## src/rtl/wb_pkg.sv

```systemverilog
// rtl/wb_pkg.sv - shared writeback-select codes, load FSM encodings and grant type
package wb_pkg;

  localparam logic [1:0] WB_SEL_REG = 2'b00;
  localparam logic [1:0] WB_SEL_ALU = 2'b10;
  localparam logic [1:0] WB_SEL_MEM = 2'b01;

  localparam logic [0:0] IDLE    = 1'b0;
  localparam logic [0:0] LD_WAIT = 1'b1;

  typedef logic [4:0] rd_t;

  typedef struct packed {
    logic       valid;
    logic [1:0] sel;
    rd_t        rd;
  } wb_grant_t;

endpackage

```

## src/rtl/wb_arbiter_if.sv

```systemverilog
// rtl/wb_arbiter_if.sv - writeback request/response bundle between pipeline and arbiter
interface wb_arbiter_if;
  import wb_pkg::*;

  logic       alu_valid;
  rd_t        alu_rd;
  logic       lnk_valid;
  rd_t        lnk_rd;
  logic       ld_issue;
  rd_t        ld_rd;
  logic       mem_rvalid;
  logic [1:0] wb_sel;
  logic       rf_we;
  rd_t        rf_waddr;
  logic       stall;
  logic       ld_busy;
  logic       timeout_err;

  modport master (
    output alu_valid, alu_rd, lnk_valid, lnk_rd, ld_issue, ld_rd, mem_rvalid,
    input  wb_sel, rf_we, rf_waddr, stall, ld_busy, timeout_err
  );

  modport slave (
    input  alu_valid, alu_rd, lnk_valid, lnk_rd, ld_issue, ld_rd, mem_rvalid,
    output wb_sel, rf_we, rf_waddr, stall, ld_busy, timeout_err
  );

endinterface

```

## src/rtl/wb_ld_tracker.sv

```systemverilog
// rtl/wb_ld_tracker.sv - single-outstanding load FSM with pending rd
// Optional watchdog under WB_LD_TIMEOUT_EN.
module wb_ld_tracker
  import wb_pkg::*;
#(
  parameter int TIMEOUT_CYCLES = 64
) (
  input  logic clk,
  input  logic rst_n,
  input  logic ld_issue_i,
  input  rd_t  ld_rd_i,
  input  logic mem_rvalid_i,
  output logic ld_busy_o,
  output rd_t  pend_rd_o,
  output logic ret_o,
  output logic ld_stall_o,
  output logic timeout_err_o
);

  logic [0:0] state_q, state_d;
  rd_t        pend_q, pend_d;
  logic       accept;
  logic       expire;

  // A new load may enter only when the slot is free or being freed this cycle.
  assign accept     = ld_issue_i && ((state_q == IDLE) || mem_rvalid_i);
  assign ret_o      = (state_q == LD_WAIT) && mem_rvalid_i;
  assign ld_stall_o = ld_issue_i && !accept;
  assign ld_busy_o  = (state_q == LD_WAIT);
  assign pend_rd_o  = pend_q;

  always_comb begin
    state_d = state_q;
    pend_d  = pend_q;
    if (accept) begin
      state_d = LD_WAIT;
      pend_d  = ld_rd_i;
    end else if (ret_o || expire) begin
      state_d = IDLE;
    end
  end

  always_ff @(posedge clk) begin
    if (!rst_n) begin
      state_q <= IDLE;
      pend_q  <= '0;
    end else begin
      state_q <= state_d;
      pend_q  <= pend_d;
    end
  end

`ifdef WB_LD_TIMEOUT_EN
  localparam int CNT_W = $clog2(TIMEOUT_CYCLES + 1);

  logic [CNT_W-1:0] cnt_q, cnt_d;
  logic             err_q, err_d;

  assign expire = (state_q == LD_WAIT) && !mem_rvalid_i &&
                  (cnt_q == CNT_W'(TIMEOUT_CYCLES - 1));

  always_comb begin
    err_d = err_q || expire;
    cnt_d = '0;
    if ((state_d == LD_WAIT) && !accept) begin
      cnt_d = cnt_q + CNT_W'(1);
    end
  end

  always_ff @(posedge clk) begin
    if (!rst_n) begin
      cnt_q <= '0;
      err_q <= 1'b0;
    end else begin
      cnt_q <= cnt_d;
      err_q <= err_d;
    end
  end

  assign timeout_err_o = err_q;
`else
  assign expire        = 1'b0;
  assign timeout_err_o = 1'b0;
`endif

endmodule

```

## src/rtl/wb_arbiter.sv

```systemverilog
// rtl/wb_arbiter.sv - register-file writeback arbiter: load return > link > ALU
// Load watchdog enabled by WB_LD_TIMEOUT_EN.
module wb_arbiter
  import wb_pkg::*;
#(
  parameter int TIMEOUT_CYCLES = 64
) (
  input logic         clk,
  input logic         rst_n,
  wb_arbiter_if.slave bus
);

  logic      ld_busy, ret, ld_stall, timeout_err;
  rd_t       pend_rd;
  wb_grant_t grant;
  logic      lnk_gnt, alu_gnt, lnk_blk, alu_blk;

  wb_ld_tracker #(
    .TIMEOUT_CYCLES(TIMEOUT_CYCLES)
  ) u_ld_tracker (
    .clk          (clk),
    .rst_n        (rst_n),
    .ld_issue_i   (bus.ld_issue),
    .ld_rd_i      (bus.ld_rd),
    .mem_rvalid_i (bus.mem_rvalid),
    .ld_busy_o    (ld_busy),
    .pend_rd_o    (pend_rd),
    .ret_o        (ret),
    .ld_stall_o   (ld_stall),
    .timeout_err_o(timeout_err)
  );

  // Writes to the outstanding load's rd must wait so the later producer lands last.
  assign lnk_blk = ld_busy && (bus.lnk_rd == pend_rd) && (bus.lnk_rd != '0);
  assign alu_blk = ld_busy && (bus.alu_rd == pend_rd) && (bus.alu_rd != '0);

  always_comb begin
    grant   = '{valid: 1'b0, sel: WB_SEL_REG, rd: 5'd0};
    lnk_gnt = 1'b0;
    alu_gnt = 1'b0;
    if (ret) begin
      grant = '{valid: 1'b1, sel: WB_SEL_MEM, rd: pend_rd};
    end else if (bus.lnk_valid && !lnk_blk) begin
      grant   = '{valid: 1'b1, sel: WB_SEL_REG, rd: bus.lnk_rd};
      lnk_gnt = 1'b1;
    end else if (bus.alu_valid && !bus.lnk_valid && !alu_blk) begin
      grant   = '{valid: 1'b1, sel: WB_SEL_ALU, rd: bus.alu_rd};
      alu_gnt = 1'b1;
    end
  end

  assign bus.stall = rst_n && ((bus.lnk_valid && !lnk_gnt) ||
                               (bus.alu_valid && !alu_gnt) || ld_stall);

  logic [1:0] wb_sel_q, wb_sel_d;
  logic       rf_we_q, rf_we_d;
  rd_t        rf_waddr_q, rf_waddr_d;

  // Grants to x0 are consumed but leave the mux select and address untouched.
  always_comb begin
    rf_we_d    = grant.valid && (grant.rd != '0);
    wb_sel_d   = rf_we_d ? grant.sel : wb_sel_q;
    rf_waddr_d = rf_we_d ? grant.rd  : rf_waddr_q;
  end

  always_ff @(posedge clk) begin
    if (!rst_n) begin
      wb_sel_q   <= WB_SEL_REG;
      rf_we_q    <= 1'b0;
      rf_waddr_q <= '0;
    end else begin
      wb_sel_q   <= wb_sel_d;
      rf_we_q    <= rf_we_d;
      rf_waddr_q <= rf_waddr_d;
    end
  end

  assign bus.wb_sel      = wb_sel_q;
  assign bus.rf_we       = rf_we_q;
  assign bus.rf_waddr    = rf_waddr_q;
  assign bus.ld_busy     = ld_busy;
  assign bus.timeout_err = timeout_err;

endmodule

```

## src/flat_wrapper.sv

```systemverilog
// flat-port wrapper written by rule: the top's interface ports become plain ports
module wb_arbiter_flat import wb_pkg::*;
#(
  parameter int TIMEOUT_CYCLES = 64
)
  (clk, rst_n, bus_alu_valid, bus_alu_rd, bus_lnk_valid, bus_lnk_rd, bus_ld_issue, bus_ld_rd, bus_mem_rvalid, bus_wb_sel, bus_rf_we, bus_rf_waddr, bus_stall, bus_ld_busy, bus_timeout_err);
  wb_arbiter_if bus_i ();
  input logic clk;
  input logic rst_n;
  input wire logic [$bits(bus_i.alu_valid)-1:0] bus_alu_valid;
  input wire logic [$bits(bus_i.alu_rd)-1:0] bus_alu_rd;
  input wire logic [$bits(bus_i.lnk_valid)-1:0] bus_lnk_valid;
  input wire logic [$bits(bus_i.lnk_rd)-1:0] bus_lnk_rd;
  input wire logic [$bits(bus_i.ld_issue)-1:0] bus_ld_issue;
  input wire logic [$bits(bus_i.ld_rd)-1:0] bus_ld_rd;
  input wire logic [$bits(bus_i.mem_rvalid)-1:0] bus_mem_rvalid;
  output wire logic [$bits(bus_i.wb_sel)-1:0] bus_wb_sel;
  output wire logic [$bits(bus_i.rf_we)-1:0] bus_rf_we;
  output wire logic [$bits(bus_i.rf_waddr)-1:0] bus_rf_waddr;
  output wire logic [$bits(bus_i.stall)-1:0] bus_stall;
  output wire logic [$bits(bus_i.ld_busy)-1:0] bus_ld_busy;
  output wire logic [$bits(bus_i.timeout_err)-1:0] bus_timeout_err;
  assign bus_i.alu_valid = bus_alu_valid;
  assign bus_i.alu_rd = bus_alu_rd;
  assign bus_i.lnk_valid = bus_lnk_valid;
  assign bus_i.lnk_rd = bus_lnk_rd;
  assign bus_i.ld_issue = bus_ld_issue;
  assign bus_i.ld_rd = bus_ld_rd;
  assign bus_i.mem_rvalid = bus_mem_rvalid;
  assign bus_wb_sel = bus_i.wb_sel;
  assign bus_rf_we = bus_i.rf_we;
  assign bus_rf_waddr = bus_i.rf_waddr;
  assign bus_stall = bus_i.stall;
  assign bus_ld_busy = bus_i.ld_busy;
  assign bus_timeout_err = bus_i.timeout_err;
  wb_arbiter #(.TIMEOUT_CYCLES(TIMEOUT_CYCLES)) u_core (.clk(clk), .rst_n(rst_n), .bus(bus_i));
endmodule
```

## config.mk

```make
export PLATFORM = sky130hd
export DESIGN_NAME = wb_arbiter_flat
export DESIGN_NICKNAME = d
export VERILOG_FILES = /design/src/rtl/wb_pkg.sv /design/src/rtl/wb_arbiter_if.sv /design/src/rtl/wb_ld_tracker.sv /design/src/rtl/wb_arbiter.sv /design/src/flat_wrapper.sv
export SDC_FILE = /design/constraint.sdc
export NUM_CORES = 1
export LEC_CHECK = 0
export ABC_AREA = 1
export CORE_MARGIN = 1.5
export CORE_UTILIZATION = 46
export DETAILED_ROUTE_END_ITERATION = 6
export PLACE_DENSITY = 0.86
export SETUP_SLACK_MARGIN = 0.4
export SLEW_MARGIN = 20
export SYNTH_ARGS = -nofsm -noshare
export SYNTH_HDL_FRONTEND = slang
export SYNTH_SLANG_ARGS = --single-unit
```

## constraint.sdc

```tcl
create_clock -name clk -period 2.5 [get_ports clk]
set_clock_uncertainty 0.2 [all_clocks]
set_input_delay 0.625 -clock clk [delete_from_list [all_inputs] [get_ports clk]]
set_output_delay 0.625 -clock clk [all_outputs]
set_load 0.02 [all_outputs]
```

==> impl_results.md <==
- Vias in the first global route: 1,391
- Logic pwr share: 43.9%
- Initial DRT Pass Iterations: 4
- Share of power burned in registers: 33.2%
- Number of core rows: 17
- Antenna Cells: 0
- Worst Min Path Start: u_core.bus.wb_sel[1]$_SDFFE_PN0P_
- CP startpoint kind: register
- Fin crit share: 98.53%
- Setup CP Type: reg2out
- Register area: 295.3 sq um
- Root Buffer: clkbuf_4
- Post-Synthesis Cells: 168
- Grt met1 use: 38.86%
- Synth top area share: 26.83%
- Reg2reg setup slack: 0.16 ns
- Crit-path leading delay family: simple AND/OR/NAND/NOR gates
- Worst reg2reg path startpoint: u_core.u_ld_tracker.pend_rd_o[2]$_SDFFE_PN0P_
- Critical path cell sequence: inv_2, nand2_2, nand2_2, nor2_4, nand4_4, nand3_2, nand2_2, a31oi_4, buf_6
- Crit path DAT: 1.64 ns
- H-tree levels: 1
- Synth cell types: 23
- Hold_buf cts: 0
- Core Area: 0.002170 sq mm
- Met3 Usage GRT: 5.060%
- Sink Count: 14
- Final hold vios: 0
- Area delta synth->final: 79.16%
- CTS Buffer Depth: 2
- I/O Pins: 32
- Yosys reg bits: 14
- DRC: 0
- DP HPWL: 2461 microns
- Placed cell count: 250
- Final worst path period need: 2.463 ns
- DRT antenna net count: 0
- Synth area leader: dfxtp_1
- Post-route cell area: 0.001872 sq mm
- Slowest CP cell: dfxtp_4
- Register area share after synthesis: 26.83%
- Multi-input combinational cell area: 779.5 sq um
- Reg2reg path depth: 15
- CTS tree: built
- Clock share of power: 22.8%
- Leakage: 0.9947 nW
- Initial antenna violation count: 0
- Fmax: 0.4060 GHz
- Port bufs: 30
- DR vias: 1,523
- Largest net degree at the start of global routing: 12
- Die area: 0.002566 sq mm
- Initial core utilization: 48.15%
- Critical path buffer and inverter count: 2
- NetSw: 303.7 uW
- Hold WC Path Type: reg2reg
- Met2 GRT Util: 63.16%
- PD cells: 420.9 mW/mm^2
- Delay of the slowest cell on the worst path: 0.40 ns
- Worst Hold End: u_core.bus.wb_sel[1]$_SDFFE_PN0P_
- Layout Cells excl Fill: 266
- Avg WL per Cell: 18.38 microns
- Fin util: 86.27%
- Maximum resistive drop on vdd: 461.0 uV
- Final WS setup: 0.03666 ns
- Gr ovfl total: 0
- CTS buffer count: 3
- Fin nets: 260
- Iteration-0 DRC Markers: 102
- Setup TNS: 0 ns
- Status: finished clean
- Synth Net Count: 189
- Die X: 50.66 microns
- Clock-pin slew on the worst setup and hold paths: 0.09 ns
- WP data required: 1.67 ns
- Largest cells by area after synthesis: dfxtp_1 27%, nand2_1 18%, inv_1 8.3%
- Critical Path Fanout Max: 4
- Crit. End Element: primary output
- Internal power: 484.1 uW
- RSZ-0062 raised after global routing: yes
- Cell depth of the worst min-delay path: 2
- Clock latency at the later pin of the worst-skew pair: 0.31 ns
- Switching share of power: 38.55%
- Mapped Area: 0.001045 sq mm
- All-Layer GR Usage: 33.96%
- Syn avg cell area: 6.219 sq um
- Worst flop-to-flop path endpoint: u_core.bus.rf_waddr[3]$_SDFFE_PN0P_
- Yosys Warn Count: 0
- Placer Congestion: 0.8703
- Routed wire length: 4889 microns
- Gr busiest metal: met2
- Fill count: 114
- Crit-path most repeated cell: nand2_2
- Slew Viols, Final: 0
- Wire length of the first global-routing pass: 6423 microns
- Die Y: 50.66 microns
- Post-DP Area: 0.001612 sq mm
- Max cap viols: 0
- Share of cells above drive strength 1: 52.10%
- Final setup fails: 0
- DP Worst Slack: -0.9131 ns
- Vias per cell: 5.726
[worst max path at each step]
| stage | startpoint | to | slack (ns) | cells past startpoint |
|---|---|---|---|---|
| 6_report | u_core.u_ld_tracker.pend_rd_o[2]$_SDFFE_PN0P_ | bus_stall | 0.04 | 9 |
| 5_1_grt | u_core.u_ld_tracker.pend_rd_o[3]$_SDFFE_PN0P_ | bus_stall | -0.02 | 9 |
| 4_1_cts | u_core.u_ld_tracker.pend_rd_o[2]$_SDFFE_PN0P_ | bus_stall | 0.13 | 9 |
| 3_5_place_dp | bus_alu_rd[3] | bus_stall | -0.91 | 10 |
| 3_3_place_gp | bus_alu_rd[3] | bus_stall | -0.88 | 10 |
| 2_1_floorplan | bus_alu_rd[3] | bus_stall | 0.32 | 8 |
[metrics by stage]
stage               power [mW]  hold WS [ns]
finish                  0.7878        0.3067
global route            0.8218        0.3344
CTS                     0.7433        0.2976
detailed placement      0.5373        0.2822
global placement        0.5301        0.2749
floorplan               0.4093        0.2826
[repair_timing]
item	4_1_cts	5_1_grt
gates resized for setup	91	24
pin swaps	22	13
endpoints found under the hold margin	0	0
buffers inserted	11	1
setup endpoints to repair	10	15
[power groups by stage]
stage                     sequential [mW]  clock, mW  combinational, mW
after global placement              0.260          0              0.270
after CTS                           0.258      0.178              0.308
after detailed placement            0.261          0              0.276
after global routing                0.263      0.194              0.365
final                               0.262      0.180              0.346
after floorplan                     0.273          0              0.136
[metal layers]
metal,vias up,share of wire [%],routed length (microns)
met5,-,0,0
met4,0,7.2,351
met3,47,9.8,477
met2,130,49,2412
met1,683,34,1647
li1,663,-,-
[layout by cell type (no fill, tap or decap), types with 5 or more instances in the layout]
master	n
a21oi_1	9
buf_4	39
nor2_4	6
nor2_1	10
dlygate4sd2_1	5
inv_1	18
clkdlybuf4s50_1	9
nand3_1	10
o21ai_0	5
dfxtp_1	8
dlymetal6s2s_1	5
nand2_2	27
nand2_1	26
nand4_1	5
nand2_4	7
buf_6	9
inv_2	6
[Yosys cell counts (all sizes together)]
master,instances
dfxtp,14
conb,1
a31oi,1
clkbuf,1
buf,2
inv,28
xnor2,1
a21oi,10
nand3,13
clkinv,1
nand4,7
o21bai,1
nor2,20
o21ai,8
nand2,60
[worst min-delay path, stage by stage, from the launching register on]
cell and delay (ns):
dfxtp_1 0.33, nand4_1 0.09, a21oi_2 0.05
[final cells by class]
cell class / instances / area share [%]
Sequential cell: 14 / 15.78
Timing Repair Buffer: 69 / 32.09
Inverter: 29 / 6.684
Tap cell: 28 / 1.872
Clock buffer: 4 / 1.938
Multi-Input combinational cell: 122 / 41.64
[logic make-up after synthesis]
group	after synthesis	share of synthesized area, %
flops	14	26.83
other cells	1	0.3589
simple gates	100	49.70
buf+inv	32	12.33
xor+xnor	1	0.8385
compound gates	20	9.940
[flip-flops by register name, summed over array words and instances, names as in the netlist]
signal / count
u_core.bus.wb_sel: 2
u_core.u_ld_tracker.ld_busy_o: 1
u_core.bus.rf_we: 1
u_core.u_ld_tracker.pend_rd_o: 5
u_core.bus.rf_waddr: 5
Note: power is estimated with default switching activity, not from simulation.
